## src/rtl/sm83_irq_ctl.sv

```systemverilog
`default_nettype none
// +--------------------------------------------------------------------------+
// | sm83_irq_ctl : IF/IE interrupt flag/enable registers feeding the sm83     |
// |   core; optional level capture via SM83_IRQ_LEVEL_EN.  Rev 1.0            |
// +--------------------------------------------------------------------------+
module sm83_irq_ctl #(
  parameter int          WORD_SIZE = 8,
  parameter int          NUM_IRQS  = 5,
  parameter logic [15:0] IF_ADR    = 16'hff0f,
  parameter logic [15:0] IE_ADR    = 16'hffff
) (
  input  logic                 clk_i,
  input  logic                 reset_i,
  input  logic [NUM_IRQS-1:0]  req_i,
  input  logic [15:0]          adr_i,
  input  logic [WORD_SIZE-1:0] din_i,
  input  logic                 wr_i,
  input  logic                 rd_i,
  output logic [WORD_SIZE-1:0] dout_o,
  output logic                 dout_oe_o,
  output logic [WORD_SIZE-1:0] irq_o,
  input  logic [WORD_SIZE-1:0] iack_i,
  output logic                 pending_o
);

  logic [NUM_IRQS-1:0]  if_q, if_d, set_req;
  logic [WORD_SIZE-1:0] ie_q, ie_d;
  logic [WORD_SIZE-1:0] dout_q, dout_d, if_rdval;
  logic                 dout_oe_q, dout_oe_d;
  logic                 sel_if, sel_ie, wr_if, wr_ie;

  assign sel_if = (adr_i == IF_ADR);
  assign sel_ie = (adr_i == IE_ADR);
  assign wr_if  = wr_i & sel_if;
  assign wr_ie  = wr_i & sel_ie;

`ifdef SM83_IRQ_LEVEL_EN
  assign set_req = req_i;
`else
  // A held line only flags once; it must drop before it can request again.
  logic [NUM_IRQS-1:0] req_q;

  always_ff @(posedge clk_i) begin
    if (reset_i) req_q <= '0;
    else         req_q <= req_i;
  end

  assign set_req = req_i & ~req_q;
`endif

  generate
    if (NUM_IRQS < WORD_SIZE) begin : g_unused_iack
      logic unused_iack_hi;
      assign unused_iack_hi = ^iack_i[WORD_SIZE-1:NUM_IRQS];
    end
  endgenerate

  always_comb begin
    if_rdval                 = '1;
    if_rdval[NUM_IRQS-1:0]   = if_q;
    irq_o                    = '0;
    irq_o[NUM_IRQS-1:0]      = if_q & ie_q[NUM_IRQS-1:0];
    pending_o                = |irq_o;

    // New request edge beats acknowledge, which beats a CPU write.
    if_d = ((wr_if ? din_i[NUM_IRQS-1:0] : if_q) & ~iack_i[NUM_IRQS-1:0]) | set_req;
    ie_d = wr_ie ? din_i : ie_q;

    dout_d    = dout_q;
    dout_oe_d = 1'b0;
    if (rd_i && (sel_if || sel_ie)) begin
      dout_oe_d = 1'b1;
      dout_d    = sel_if ? if_rdval : ie_q;
    end
  end

  always_ff @(posedge clk_i) begin
    if (reset_i) begin
      if_q      <= '0;
      ie_q      <= '0;
      dout_q    <= '0;
      dout_oe_q <= 1'b0;
    end else begin
      if_q      <= if_d;
      ie_q      <= ie_d;
      dout_q    <= dout_d;
      dout_oe_q <= dout_oe_d;
    end
  end

  assign dout_o    = dout_q;
  assign dout_oe_o = dout_oe_q;

endmodule
`default_nettype wire

```

## config.mk

```make
export PLATFORM = sky130hd
export DESIGN_NAME = sm83_irq_ctl
export DESIGN_NICKNAME = d
export VERILOG_FILES = /design/src/rtl/sm83_irq_ctl.sv
export SDC_FILE = /design/constraint.sdc
export NUM_CORES = 1
export LEC_CHECK = 0
export CORE_AREA = 2 2 50 75
export CTS_CLUSTER_DIAMETER = 80
export DETAILED_ROUTE_END_ITERATION = 16
export DIE_AREA = 0 0 52 77
export GPL_TIMING_DRIVEN = 0
export PLACE_DENSITY = 0.75
export SETUP_SLACK_MARGIN = 0.1
export SLEW_MARGIN = 10
export SYNTH_ARGS = -nofsm -noshare
export SYNTH_HDL_FRONTEND = slang
export SYNTH_SLANG_ARGS = --single-unit
```

## constraint.sdc

```tcl
create_clock -name clk_i -period 2.6 [get_ports clk_i]
set_clock_uncertainty 0.2 [all_clocks]
set_input_delay 0.52 -clock clk_i [delete_from_list [all_inputs] [get_ports clk_i]]
set_output_delay 0.52 -clock clk_i [all_outputs]
set_load 0.01 [all_outputs]
```

**Yosys cells after proc, flatten, opt, wreduce, memory -nomap -nowiden**

Index checks and enable logic that the tools add are counted.

- Register bits after elaboration: 27
- Bits of input ports: 41
- Output and inout port bits: 18
- Word-level logic and storage cells: 21

- Equal/unequal tests: 2
- Mux-type cells: 3
- Bitwise gates (word level): 8
- Reductions and logical operators: 3

Operators with widths:

| kind | number |
|---|---|
| $eq A16 B16 Y1 const B | 2 |
| $and A5 B5 Y5 | 3 |
| $not A5 Y5 | 2 |
| $mux W8 | 1 |
| $mux W5 | 1 |
| $or A5 B5 Y5 | 1 |
| $reduce_or A5 Y1 | 1 |
| $and A1 B1 Y1 | 2 |
| $logic_and A1 B1 Y1 | 1 |
| $logic_or A1 B1 Y1 | 1 |
| $mux W1 | 1 |

**Depth between registers and ports, before layout**

- Word-level depth: 5
- Gate-level depth with buffers: 6
- Mapped depth without buffers: 4

**Worst setup path before layout**

No wires, ideal clock.

- Path kind: input -> register
- From: input adr_i[4]
- To: register dout_q[0] (netlist: dout_o[0])
- Library setup time: 123 ps
- Data arrival time: 1,893 ps
- Required time: 2,277 ps
- Slack: 384 ps
- Stages on the path: 5
- Path buffers: 1
- Cell sequence: or4_4 -> buf_6 -> nor4_4 -> mux2i_1 -> a211oi_2

- Cells in the longest elaborated chain, start to end: 3
- Elaborated cells on any way between the ends: 5
- Those cells by class: 2 x eq/ne; 1 x mux; 2 x reduce/logical

RTL lines:

| item | line | text |
|---|---|---|
| start, declared | 15 | `input logic [15:0] adr_i,` |
| $eq A16 B16 Y1, on equally long branches | 32, 33 |  |
| $logic_or A1 B1 Y1 | 71 | `if (rd_i && (sel_if \|\| sel_ie)) begin` |
| $logic_and A1 B1 Y1 | 71 |  |
| end signal, assigned | 86 | `dout_q <= dout_d;` |
| end, declared | 28 | `logic [WORD_SIZE-1:0] dout_q, dout_d, if_rdval;` |

Several ways; a longest one is shown, not always the timed one.
A chain may end at the register's enable or synchronous reset.

**Worst setup path in the final report**

- From: register if_q[1]
- To: output pending_o

- Cells in the longest elaborated chain, start to end: 2

RTL lines:

| item | line | text |
|---|---|---|
| start, declared | 26 | `logic [NUM_IRQS-1:0] if_q, if_d, set_req;` |
| start signal, assigned | 84 | `if_q <= if_d;` |
| $and A5 B5 Y5 | 62 | `irq_o[NUM_IRQS-1:0] = if_q & ie_q[NUM_IRQS-1:0];` |
| $reduce_or A5 Y1 | 63 | `pending_o = \|irq_o;` |
| end, declared | 23 | `output logic pending_o` |

Every way passes these cells.

==> metrics <==
outcome=complete, no violations; via count=between 1000 and 1500; clk slew on worst S/H paths=roughly 0.1 ns; drt pass-1 iters=4; Chip Height=77 µm; cells after synthesis=between 100 and 150; Initial Util=0.3805; clock buffer count from CTS=3; # diodes=0; crit end category=primary output; Synth area leaders=dfxtp_1 (42%), a21oi_1 (6.3%), a211oi_2 (4.9%); Worst Tran Pin Value=0.8941 ns; CTS tree=yes; Fmax=410.9 MHz; Core Util, Final=0.5825; Post-synth ARST share=0; vias in the first global route=~1200; Rel. slew slack=0.3984; minimum clock period=between 2 and 2.5 ns; Chip Width=52 µm; Vias/cell=5.096; IO buf count=between 50 and 60; TritonCTS Sinks=27; most frequent cells in the layout=clkdlybuf4s50_1 (51), dfxtp_1 (26), a21oi_1 (16); max-slew violations=0; Synth Cell Area=approximately 1300 µm²; CP max stage delay=about 0.40 ns; required time worst endpoint=approximately 1.9 ns; Final Hold Violating Endpoints=0; Crit Path Class=reg2out; Total Wirelength=3.197 mm; period utilization=0.9361; Pint=0.5978 mW; I/O pin count=about 60; Synth area leader=dfxtp_1; worst hold path stage count=2; Worst R2R Path Depth=1; Pleak=0.6713 nW; row cnt=26; total of max-cap violations=0; total grt overflow=0; combinational share of power=0.133; CP Launch Point=if_q[1]$_SDFF_PP0_; CORE AREA=approximately 3400 µm²; share of cells above drive strength 1=0.1616; clk buf depth=2; Seq cells post-synth=27; post-synthesis sequential area ratio=0.4239; Die ar.=about 4000 µm²; NumNets Final=240; CP max-delay cell=or4_1; layout overhead on the synthesized area=53.09%; Placed Area=1856 µm²; Root Driver=clkbuf_8; commonest non-fill, non-tap cell in the layout=clkdlybuf4s50_1; crit path cell chain=and2_1, or2_2, or4_1, clkdlybuf4s15_1; Total GRT Usage=0.1653; Ys Warns=0; Mean Syn Cell Area=roughly 9.2 µm²; post-DP HPWL=around 2.6 mm; initial antenna violation count=0; DRC viols=0; Post-CTS Hold Fix Bufs=0; RD Place Congestion=between 0.7 and 0.8; worst skew pair latency=~0.27 ns; RSZ-0062 raised after global routing=no; ys flop type=dfxtp_1; hold slack=between 0.2 and 0.3 ns; min-delay worst type=reg2reg; crit path DAT=1.71 ns; Flop pwr share=0.555; startpoint types=flip-flop; First DRT Iteration DRCs=28; maximum vdd drop=slightly below 0.0003 V; hold path startpoint=ie_q[7]$_SDFFE_PP0P_; Post-synth EDFFs=0; wire length per cell=about 13 µm; switching power=0.1752 mW; cell area after layout=between 1500 and 2000 µm²; Reg2Reg Launch Point=req_q[1]$_SDFF_PP0_; clock power share=0.311; Final setup viols=0; Unique masters post-synth=29; first-pass GRT wire length=5.237 mm; Switching Share=0.2267; largest net degree at the start of global routing=17; setup_tns=0 ns; H-tree levels=1; Yosys top cell area share=0.4239; DRT antenna net count=0; worst-path fanout max=3; PwrDens=approximately 400 nW/µm²
-- per-stage QoR --
| stage | setup slack (ns) | std cells | total power, mW |
|---|---|---|---|
| 2_1_floorplan | 0.3844 | 141 | 0.4699 |
| 3_3_place_gp | -0.2256 | 235 | 0.5365 |
| 3_5_place_dp | -0.2695 | 235 | 0.5391 |
| 4_1_cts | 0.1154 | 240 | 0.7745 |
| 5_1_grt | 0.07372 | 240 | 0.8057 |
| 6_report | 0.1662 | 240 | 0.7731 |
-- sequential cells by signal (all words and copies together), names as in the netlist --
name,flops
req_q,5
ie_q,8
dout_oe_o,1
dout_o,8
if_q,5
-- repair_timing --
item / in CTS / in global routing
pin swaps: 1 / 2
resized for setup: 4 / 8
hold endpoints to repair: 0 / 0
setup endpoints to repair: 20 / 21
cloned: 0 / 0
setup buffers: 1 / 1
-- synth_stat cells (2+ instances only) --
| master | number |
|---|---|
| nor2_1 | 13 |
| and2_1 | 5 |
| nand4_1 | 9 |
| clkbuf_1 | 3 |
| o311ai_0 | 5 |
| dfxtp_1 | 27 |
| a211oi_1 | 3 |
| mux2i_1 | 5 |
| o21ai_0 | 8 |
| o211ai_1 | 5 |
| buf_6 | 2 |
| inv_1 | 6 |
| a21oi_1 | 16 |
| nor4_1 | 2 |
| a211oi_2 | 5 |
| clkbuf_8 | 2 |
| buf_4 | 3 |
| nand3_1 | 8 |
| or4_1 | 2 |
-- cell families after synthesis --
group,count (synthesis),synth area share
buffers and inverters,17,0.08734
other,1,0.002941
multiplexers,5,0.03926
flip-flops,27,0.4239
AO/OA/AOI/OAI,43,0.2336
AND/OR/NAND/NOR,46,0.2130
-- metal layers --
metal | wire (µm) | track usage | share of wire | vias up
li1 | - | - | - | 627
met1 | 1264 | 0.1851 | 0.40 | 557
met2 | 1802 | 0.3139 | 0.56 | 37
met3 | 120 | 0.02529 | 0.038 | 2
met4 | 9 | 0.03158 | 0.0028 | 0
met5 | 0 | 0 | 0 | -
-- power groups by stage --
stage	clock network (mW)	registers [mW]	logic, mW
detailed placement	0	0.438	0.101
finish	0.241	0.429	0.103
floorplan	0	0.436	0.0336
global placement	0	0.438	0.0986
global route	0.264	0.430	0.111
CTS	0.244	0.429	0.102
-- final timing paths --
| kind | slack, ns | to |
|---|---|---|
| setup / recovery | 0.17 | pending_o |
| hold / removal | 0.28 | ie_q[7]$_SDFFE_PP0P_ |
| setup reg to reg | 1.64 | if_q[1]$_SDFF_PP0_ |
| hold reg to reg | 0.28 | ie_q[7]$_SDFFE_PP0P_ |
-- critical path: cells and delay by family, from the launching register on --
kind | cells | cell delay, ns
buffers and inverters | 1 | 0.24
DFF | 1 | 0.34
and+or+nand+nor | 3 | 0.86
-- final cells by class --
class	count	area (µm²)
fillers	313	1399
inverters	6	22.52
plain buffers	10	86.33
well taps	42	52.55
clock buffers	3	41.29
repair buffers	54	539.3
flip-flops and latches	27	541.8
clock inverters	1	7.507
multi-input cells	97	660.6
(Power assumes the default switching activity.)
